### src/rtl/ps2_host_cmd_ctrl.sv
// PS/2 host-to-device command sequencer: inhibit, request-to-send, 11-bit shift,
// line-ACK check and device response wait with one-shot resend handling.
module ps2_host_cmd_ctrl #(
  parameter int unsigned INHIBIT_CYCLES = 1000,
  parameter int unsigned TIMEOUT_CYCLES = 200000,
  parameter int unsigned MAX_RETRY      = 1
) (
  input  logic       i_clk,
  input  logic       i_rst,
  input  logic       i_cmd_valid,
  input  logic [7:0] i_cmd_data,
  output logic       o_cmd_ready,
  input  logic       i_ps2_clk_in,
  input  logic       i_ps2_data_in,
  output logic       o_ps2_clk_oe,
  output logic       o_ps2_data_oe,
  input  logic       i_rx_valid,
  input  logic [7:0] i_rx_data,
  output logic       o_rx_inhibit,
  output logic       o_busy,
  output logic       o_done,
  output logic       o_err,
  output logic [1:0] o_err_code
);

  localparam int unsigned TMR_MAX = (INHIBIT_CYCLES > TIMEOUT_CYCLES) ? INHIBIT_CYCLES : TIMEOUT_CYCLES;
  localparam int unsigned TMR_W   = $clog2(TMR_MAX + 1);
  localparam int unsigned RTY_W   = $clog2(MAX_RETRY + 2);
  localparam logic [TMR_W-1:0] INH_LAST = TMR_W'(INHIBIT_CYCLES - 1);
  localparam logic [TMR_W-1:0] TO_LAST  = TMR_W'(TIMEOUT_CYCLES - 1);
  localparam logic [RTY_W-1:0] RTY_MAX  = RTY_W'(MAX_RETRY);

  typedef enum logic [2:0] {
    S_IDLE, S_INHIBIT, S_SEND, S_WAIT_ACK, S_WAIT_IDLE, S_WAIT_RESP
  } state_t;

  state_t           r_state, w_state_nxt;
  logic             r_clk_s1, r_clk_s2, r_clk_prev, r_dat_s1, r_dat_s2;
  logic             w_fall, w_timeout;
  logic [7:0]       r_byte, w_byte_nxt;
  logic             r_par, w_par_nxt;
  logic [3:0]       r_bit_cnt, w_bit_cnt_nxt;
  logic [TMR_W-1:0] r_tmr, w_tmr_nxt;
  logic [RTY_W-1:0] r_retry, w_retry_nxt;
  logic [1:0]       r_err_code, w_err_code_nxt;
  logic             w_done_evt, w_err_evt;
  logic             r_cmd_ready, r_clk_oe, r_data_oe, r_rx_inhibit, r_busy, r_done, r_err;
  logic             w_cmd_ready_nxt, w_clk_oe_nxt, w_data_oe_nxt, w_rx_inhibit_nxt, w_busy_nxt;

  assign w_fall    = r_clk_prev & ~r_clk_s2;
  assign w_timeout = (r_tmr == TO_LAST);

  // Line synchronisers preset high so reset never fabricates a falling edge.
  always_ff @(posedge i_clk) begin
    if (i_rst) begin
      r_clk_s1 <= 1'b1; r_clk_s2 <= 1'b1; r_clk_prev <= 1'b1;
      r_dat_s1 <= 1'b1; r_dat_s2 <= 1'b1;
    end else begin
      r_clk_s1 <= i_ps2_clk_in;  r_clk_s2 <= r_clk_s1; r_clk_prev <= r_clk_s2;
      r_dat_s1 <= i_ps2_data_in; r_dat_s2 <= r_dat_s1;
    end
  end

  always_ff @(posedge i_clk) begin
    if (i_rst) r_state <= S_IDLE;
    else       r_state <= w_state_nxt;
  end

  // Next state and datapath updates; timeout takes priority over any line event.
  always_comb begin
    w_state_nxt    = r_state;
    w_byte_nxt     = r_byte;
    w_par_nxt      = r_par;
    w_bit_cnt_nxt  = r_bit_cnt;
    w_tmr_nxt      = r_tmr + TMR_W'(1);
    w_retry_nxt    = r_retry;
    w_err_code_nxt = r_err_code;
    w_done_evt     = 1'b0;
    w_err_evt      = 1'b0;
    case (r_state)
      S_IDLE: begin
        w_tmr_nxt = '0;
        if (i_cmd_valid && r_cmd_ready) begin
          w_byte_nxt     = i_cmd_data;
          w_par_nxt      = ~^i_cmd_data;
          w_err_code_nxt = 2'd0;
          w_retry_nxt    = '0;
          w_bit_cnt_nxt  = 4'd0;
          w_state_nxt    = S_INHIBIT;
        end
      end
      S_INHIBIT: begin
        if (r_tmr == INH_LAST) begin
          w_tmr_nxt     = '0;
          w_bit_cnt_nxt = 4'd0;
          w_state_nxt   = S_SEND;
        end
      end
      S_SEND, S_WAIT_ACK, S_WAIT_IDLE, S_WAIT_RESP: begin
        if (w_timeout) begin
          w_err_evt      = 1'b1;
          w_err_code_nxt = 2'd1;
          w_state_nxt    = S_IDLE;
        end else if (r_state == S_SEND) begin
          if (w_fall) begin
            w_bit_cnt_nxt = r_bit_cnt + 4'd1;
            if (r_bit_cnt == 4'd9) w_state_nxt = S_WAIT_ACK;
          end
        end else if (r_state == S_WAIT_ACK) begin
          if (w_fall) begin
            if (!r_dat_s2) begin
              w_state_nxt = S_WAIT_IDLE;
            end else begin
              w_err_evt      = 1'b1;
              w_err_code_nxt = 2'd2;
              w_state_nxt    = S_IDLE;
            end
          end
        end else if (r_state == S_WAIT_IDLE) begin
          if (r_clk_s2 && r_dat_s2) begin
            w_tmr_nxt   = '0;
            w_state_nxt = S_WAIT_RESP;
          end
        end else if (i_rx_valid) begin
          if (i_rx_data == 8'hFA) begin
            w_done_evt  = 1'b1;
            w_state_nxt = S_IDLE;
          end else if (i_rx_data == 8'hFE) begin
            if (r_retry < RTY_MAX) begin
              w_retry_nxt   = r_retry + RTY_W'(1);
              w_tmr_nxt     = '0;
              w_bit_cnt_nxt = 4'd0;
              w_state_nxt   = S_INHIBIT;
            end else begin
              w_err_evt      = 1'b1;
              w_err_code_nxt = 2'd3;
              w_state_nxt    = S_IDLE;
            end
          end
        end
      end
      default: w_state_nxt = S_IDLE;
    endcase
  end

  // Output values for the upcoming state; registered below.
  always_comb begin
    w_clk_oe_nxt     = (w_state_nxt == S_INHIBIT);
    w_data_oe_nxt    = 1'b0;
    w_rx_inhibit_nxt = (w_state_nxt == S_INHIBIT) || (w_state_nxt == S_SEND) ||
                       (w_state_nxt == S_WAIT_ACK) || (w_state_nxt == S_WAIT_IDLE);
    w_busy_nxt       = (w_state_nxt != S_IDLE);
    w_cmd_ready_nxt  = (w_state_nxt == S_IDLE);
    if (w_state_nxt == S_SEND) begin
      if (w_bit_cnt_nxt == 4'd0)      w_data_oe_nxt = 1'b1;
      else if (w_bit_cnt_nxt <= 4'd8) w_data_oe_nxt = ~w_byte_nxt[3'(w_bit_cnt_nxt - 4'd1)];
      else if (w_bit_cnt_nxt == 4'd9) w_data_oe_nxt = ~w_par_nxt;
    end
  end

  always_ff @(posedge i_clk) begin
    if (i_rst) begin
      r_byte <= '0; r_par <= 1'b0; r_bit_cnt <= '0; r_tmr <= '0; r_retry <= '0;
      r_err_code <= '0; r_cmd_ready <= 1'b1; r_clk_oe <= 1'b0; r_data_oe <= 1'b0;
      r_rx_inhibit <= 1'b0; r_busy <= 1'b0; r_done <= 1'b0; r_err <= 1'b0;
    end else begin
      r_byte <= w_byte_nxt; r_par <= w_par_nxt; r_bit_cnt <= w_bit_cnt_nxt;
      r_tmr <= w_tmr_nxt; r_retry <= w_retry_nxt; r_err_code <= w_err_code_nxt;
      r_cmd_ready <= w_cmd_ready_nxt; r_clk_oe <= w_clk_oe_nxt; r_data_oe <= w_data_oe_nxt;
      r_rx_inhibit <= w_rx_inhibit_nxt; r_busy <= w_busy_nxt;
      r_done <= w_done_evt; r_err <= w_err_evt;
    end
  end

  assign o_cmd_ready   = r_cmd_ready;
  assign o_ps2_clk_oe  = r_clk_oe;
  assign o_ps2_data_oe = r_data_oe;
  assign o_rx_inhibit  = r_rx_inhibit;
  assign o_busy        = r_busy;
  assign o_done        = r_done;
  assign o_err         = r_err;
  assign o_err_code    = r_err_code;

endmodule

### config.mk
export PLATFORM = sky130hd
export DESIGN_NAME = ps2_host_cmd_ctrl
export DESIGN_NICKNAME = d
export VERILOG_FILES = /design/src/rtl/ps2_host_cmd_ctrl.sv
export SDC_FILE = /design/constraint.sdc
export NUM_CORES = 1
export LEC_CHECK = 0
export ABC_AREA = 1
export CORE_MARGIN = 2
export CORE_UTILIZATION = 35
export CTS_CLUSTER_SIZE = 40
export DETAILED_ROUTE_END_ITERATION = 10
export GPL_ROUTABILITY_DRIVEN = 0
export HOLD_SLACK_MARGIN = 0.15
export PLACE_DENSITY_LB_ADDON = 0.15
export SYNTH_ARGS = -nofsm -noshare
export SYNTH_HDL_FRONTEND = slang
export SYNTH_SLANG_ARGS = --single-unit
### constraint.sdc
create_clock -name i_clk -period 5.8 [get_ports i_clk]
set_input_delay 1.16 -clock i_clk [delete_from_list [all_inputs] [get_ports i_clk]]
set_output_delay 1.16 -clock i_clk [all_outputs]
set_load 0.05 [all_outputs]
## After elaboration in Yosys (flattened, before gate mapping)

Index checks and enable logic that the tools add are counted.

- Eq/ne operators: 32
- Div/mod/pow operators: 0
- $mul: 0
- Bitwise operators: 7
- $add $sub $neg: 4
- Reductions and logical operators: 17
- Magnitude comparators: 3
- Muxes and demuxes: 80
- Shift operators: 0

Operators by type and width:

| kind | count |
|---|---|
| $mux 18 | 10 |
| $pmux 18 s3 | 1 |
| $mux 4 | 11 |
| $mux 3 | 14 |
| $mux 2 | 19 |
| $ne 4x4->1 const B | 7 |
| $reduce_and 10->1 | 2 |
| $add 18x1->18 const B | 1 |
| $eq 18x10->1 const B | 1 |
| $eq 18x18->1 const B | 1 |
| $mux 1 | 18 |
| $ne 2x2->1 const B | 9 |
| $eq 8x8->1 const B | 2 |
| $mux 8 | 2 |
| $eq 3x2->1 const B | 4 |
| $pmux 4 s3 | 1 |
| $eq 3x3->1 const B | 3 |
| $pmux 3 s3 | 1 |
| $eq 4x4->1 const B | 2 |
| $pmux 2 s2 | 2 |
| $reduce_xnor 8->1 | 1 |
| $reduce_or 7->1 | 1 |
| $eq 3x1->1 const B | 2 |
| $logic_not 3->1 | 2 |
| other kinds (17) | 26 |

- Memories kept: 0
- Output and inout bits: 9
- Register bits after elaboration: 50
- RAM bits: 0
- Latch bits: 0
- Input port bits: 22
- Memory bits (read-only): 0
- Logic and storage cells: 162

## Depth between registers and ports, before layout

- Depth in word-level cells: 16
- Depth in mapped cells: 19
- Mapped depth without buffers: 19

## Worst setup path after synthesis

Ideal clock, no wire load.

- Path kind: input to register
- Start: in i_rx_data[0]
- End: reg r_rx_inhibit, in the netlist o_rx_inhibit
- Path buffers: 0
- Arrival: 2.503 ns
- Data required time: 5.691 ns
- Setup time: 0.109 ns
- Setup slack: 3.188 ns
- Stages: 17
- Cells stage by stage: inv_1 -> nand2_1 -> nor2_1 -> nand2_1 -> or2_2 -> nand4_1 -> o211ai_1 -> a21oi_1 -> o21ai_0 -> nand2_1 -> nand2_1 -> nand2_1 -> inv_1 -> nand2_1 -> nand2_1 -> nand2_1 -> inv_1

- Cells in the longest elaborated chain, start to end: 13
- Elaborated cells on any way between the ends: 17
- Classes of those cells: eq/ne: 6; mux: 8; reduce/logical: 3

RTL lines:

| item | RTL line | text |
|---|---|---|
| from (decl) | 18 | `input logic [7:0] i_rx_data,` |
| $eq 8x8->1 | 128 | `end else if (i_rx_data == 8'hFE) begin` |
| $mux 3 | 128 |  |
| $mux 3 * | 125 | `if (i_rx_data == 8'hFA) begin` |
| $mux 3 * | 124 | `end else if (i_rx_valid) begin` |
| $mux 3 * | 119 | `end else if (r_state == S_WAIT_IDLE) begin` |
| $mux 3 * | 109 | `end else if (r_state == S_WAIT_ACK) begin` |
| $mux 3 * | 104 | `end else if (r_state == S_SEND) begin` |
| $mux 3 * | 100 | `if (w_timeout) begin` |
| $pmux 3 s3 * | 80 | `case (r_state)` |
| $eq 3x1->1 or $eq 3x2->1 (tied branches) | 150 | `w_rx_inhibit_nxt = (w_state_nxt == S_INHIBIT) \|\| (w_state_nxt == S_SEND) \|\|` |
| $logic_or 1x1->1 (2 in series) | 150 |  |
| $logic_or 1x1->1 * | 151 | `(w_state_nxt == S_WAIT_ACK) \|\| (w_state_nxt == S_WAIT_IDLE);` |
| to (signal assigned) | 170 | `r_rx_inhibit <= w_rx_inhibit_nxt; r_busy <= w_busy_nxt;` |
| to (decl) | 47 | `logic r_cmd_ready, r_clk_oe, r_data_oe, r_rx_inhibit, r_busy, r_done, r_err;` |

Mark *: on every way between the ends. The rest lies on a longest branch, timed or not.
A chain may end at the register's enable or synchronous reset.

## Worst setup path in the final report

- Start: in i_rx_data[4]
- End: reg r_data_oe, in the netlist o_ps2_data_oe

- Cells in the longest elaborated chain, start to end: 15
- Elaborated cells on any way between the ends: 31
- Classes of those cells: add/sub: 1; order compare: 1; eq/ne: 4; mux: 21; bitwise: 2; reduce/logical: 2

RTL lines:

| item | RTL line | text |
|---|---|---|
| $eq 8x8->1 | 128 |  |
| $mux 4 | 128 |  |
| $mux 4 | 125 |  |
| $mux 4 | 124 |  |
| $mux 4 | 119 |  |
| $mux 4 | 109 |  |
| $mux 4 | 104 |  |
| $mux 4 | 100 |  |
| $pmux 4 s3 | 80 |  |
| $sub 3x1->3 | 156 | `else if (w_bit_cnt_nxt <= 4'd8) w_data_oe_nxt = ~w_byte_nxt[3'(w_bit_cnt_nxt - 4'd1)];` |
| $bmux 1 s3 | 156 |  |
| $mux 1 (implied by the code) | 156 |  |
| $not 1->1 | 156 |  |
| $mux 1 | 156 |  |
| $mux 1 | 155 | `if (w_bit_cnt_nxt == 4'd0) w_data_oe_nxt = 1'b1;` |
| to (signal assigned) | 169 | `r_cmd_ready <= w_cmd_ready_nxt; r_clk_oe <= w_clk_oe_nxt; r_data_oe <= w_data_oe_nxt;` |
| to (decl) | 47 |  |

Several ways; a longest one is shown, not always the timed one. The select of a mux whose other input is x is not followed.

==> reports/results.ini <==
[clock_network]
cts-buffers-inserted = 5
post_cts_buffers = 0
cts_buffer_depth = 2
ctsHoldBuffers = 0
clkLatencyLatePin_ns = 0.30
htree_num_levels = 2
cts_resized = 0
root_buffer = clkbuf_8
clkSinkCount = 50
clkSlewWorstSetupHoldPaths_ns = 0.08
cts_tree = built

[logic_synthesis]
synthCells = 395
synth.cell_area_um2 = 2840
ys.flop_type = dfxtp_1
syn_avg_cell_area_um2 = 7.19
syn-num-nets = 423
yosysUniqueCellTypes = 37
synth_edf_count = 0
ys_seq_area_share_pct = 35.2
synth_seq_cells = 50
synthArstFlopShare_pct = 0
synth_warnings = 0

[critical_path]
rr_worst_depth = 13
crit_family = simple AND/OR/NAND/NOR gates
startpoint_type = input port
cp.required_ns = 6.04
slowest_delay_ns = 0.45
worstSetupPathType = input port to flop
path_max_fanout = 7
path_cells = clkdlybuf4s50_1 > nand2_1 > nor2_2 > nand3_1 > nor2_1 > nand4_1 > nand2_2 > nand2_2 > nand2_4 > nand2_4 > nor2_4 > nand2_2 > nand2_2 > inv_2 > nand2_1 > nand3_1 > a21oi_2
cp_num_buf_inv = 2
path_common_cell = nand2_2
crit_cells = 17
cp-end-kind = flop
r2r_slack_ns = 3.37
critPathArrivalTime_ns = 3.29
crit_path_top_delay_cell = clkdlybuf4s50_1

[power]
switching_share_pct = 26.5
power.switching_w = 0.000179
p_per_area_nw_per_um2 = 202
power_leakage_nw = 1.39
p_int_w = 0.000496
p_comb_share_pct = 16.9
peakVddDrop_v = 0.0000885
seqPwrFrac_pct = 53.7
clkPwrFrac_pct = 29.4

[timing]
fin_skew_ns = 0.00515
fin_ws_ns = 2.74
relSlewSlack_pct = 40.0
setup_viol = 0
slew_viol_final = 0
rsz0062_at_grt = false
worstMarginPinSlew_ns = 0.897
fmax_mhz = 327
hold_viol = 0
fin_tns_setup_ns = 0
fin_crit_ns = 3.06
post-route-period-util_pct = 52.7

[route]
ant_nets = 0
vias = 2472
wirelength_um = 6030
dr.pass1.iters = 4
vias_per_cell = 4.66
wl_per_cell_um = 11.4
drtIter0Drc = 121
drc_errors = 0

[die]
core-area_um2 = 7810
dieArea_um2 = 8850
die_x_um = 94.1
ioPinCount = 31
die_h_um = 94.1
row_count = 32
start_util_pct = 36.4

[grt]
grt_max_degree = 25
grt-ovfl-total = 0
grt_first_pass_wirelength_um = 10300
grt_pass1_vias = 2300
antenna_found_initial = 0
grt_usage_pct = 14.5

[hold_path]
hp-class = flop to flop
min_path_cells = 1

[placed_design]
port_buffers = 30
hpwl_um = 4700
post-place-ws_ns = 2.45

[cells_and_area]
synthToLayoutAreaGrowth_pct = 17.5
seqCellArea_um2 = 1000
multi_input_area_um2 = 1600
fillers = 818
antenna_cells = 0
nets = 457
drive_gt1_share_pct = 13.3

[run]
drv_cap = 0

[run_status]
status = complete, no violations

-- final timing paths --
check	start	endpoint
setup / recovery	i_rx_data[4]	o_ps2_data_oe
hold / removal	r_dat_s1	r_dat_s2
setup reg to reg	r_state[2]	o_rx_inhibit
hold reg to reg	r_dat_s1	r_dat_s2
-- sequential cells by signal (all words and copies together) (netlist names) --
name and count:
o_ps2_clk_oe 1, r_clk_s2 1, o_err_code 2, o_rx_inhibit 1, r_clk_s1 1, r_tmr 18
r_dat_s2 1, r_state 3, o_done 1, r_bit_cnt 4, r_clk_prev 1, o_cmd_ready 1
r_dat_s1 1, r_par 1, r_retry 2, o_err 1, r_byte 8, o_busy 1
o_ps2_data_oe 1
-- logic make-up (layout without fill, tap and decap cells) --
family                   after synthesis  in the layout  share of synthesized area (%)
AO/OA/AOI/OAI                         38             38                           8.28
XOR/XNOR                              15             15                           4.62
adder cells (fa/ha/maj)                6              6                           2.64
buffers and inverters                 64             97                           8.59
flip-flops                            50             50                           35.2
multiplexers                           9              9                           3.17
AND/OR/NAND/NOR                      213            213                           37.5
-- layer usage --
metal / track usage (%) / vias to the layer above / share of wire (%)
met3: 2.81 / 11 / 3.5
li1: - / 1330 / -
met2: 24.1 / 43 / 44
met1: 18.9 / 1088 / 50
met4: 4.95 / 0 / 2.0
met5: 0 / - / 0
-- power by group through the flow --
stage | sequential, W | combinational [W] | clock (W)
after global routing | 0.000364 | 0.000126 | 0.000224
final | 0.000362 | 0.000114 | 0.000198
after global placement | 0.000370 | 0.000115 | 0
after floorplan | 0.000385 | 0.0000607 | 0
after detailed placement | 0.000370 | 0.000115 | 0
after CTS | 0.000363 | 0.000115 | 0.000211
-- area by class of cell --
cell class | instances | share of cell area [%]
flip-flops and latches | 50 | 30.0
clock buffers | 6 | 2.47
well taps | 102 | 3.82
multi-input cells | 281 | 47.8
repair buffers | 30 | 8.99
inverters | 61 | 6.93
-- stage by stage --
step | instances | util (%) | area (um2) | hold WS [ns] | total power [W]
CTS | 530 | 42.8 | 3340 | 0.420 | 0.000689
floorplan | 395 | - | 2840 | 0.389 | 0.000446
finish | 530 | 42.8 | 3340 | 0.414 | 0.000675
global placement | 524 | 41.7 | 3260 | 0.392 | 0.000485
detailed placement | 524 | 41.7 | 3260 | 0.398 | 0.000485
global route | 530 | 42.8 | 3340 | 0.442 | 0.000715
-- synth_stat cells (2+ instances only) --
master	number	area share (%)
nor3_1	10	1.8
nor2_2	4	0.88
nor2_1	55	7.3
nor3b_1	2	0.53
a211oi_1	3	0.79
clkbuf_1	2	0.26
nor2_4	7	2.8
nand3b_1	2	0.53
o21ai_0	10	1.8
nand4_1	7	1.5
ha_1	6	2.6
dfxtp_1	50	35
inv_2	11	1.5
nand2_2	10	2.2
nand3_2	3	1.1
nand3_1	23	4.1
mux2i_1	9	3.2
a21oi_1	15	2.6
nand2_1	74	9.8
or2_2	5	1.1
o21ai_1	5	0.88
nor4_1	2	0.44
nor3_2	2	0.70
xor2_1	8	2.5
xnor2_1	7	2.2
inv_1	49	6.5
nand2_4	4	1.6
-- cells in the final DEF, fill, tap and decap left out, drive strengths merged --
cell / Yosys / final
a21oi: 17 / 17
dfxtp: 50 / 50
clkbuf: 2 / 6
nor4b: 1 / 1
xor2: 8 / 8
nand3: 26 / 26
or2: 5 / 5
nand4: 7 / 7
nor2: 66 / 66
nor4: 3 / 3
and2: 1 / 1
o211ai: 1 / 1
o31ai: 1 / 1
xnor2: 7 / 7
o311ai: 1 / 1
a211oi: 3 / 3
inv: 61 / 61
nor3: 12 / 12
clkdlybuf4s50: 0 / 30
nor3b: 2 / 2
nand3b: 2 / 2
o21ai: 15 / 15
nand2: 88 / 88
mux2i: 9 / 9
ha: 6 / 6
(Power assumes the default switching activity.)
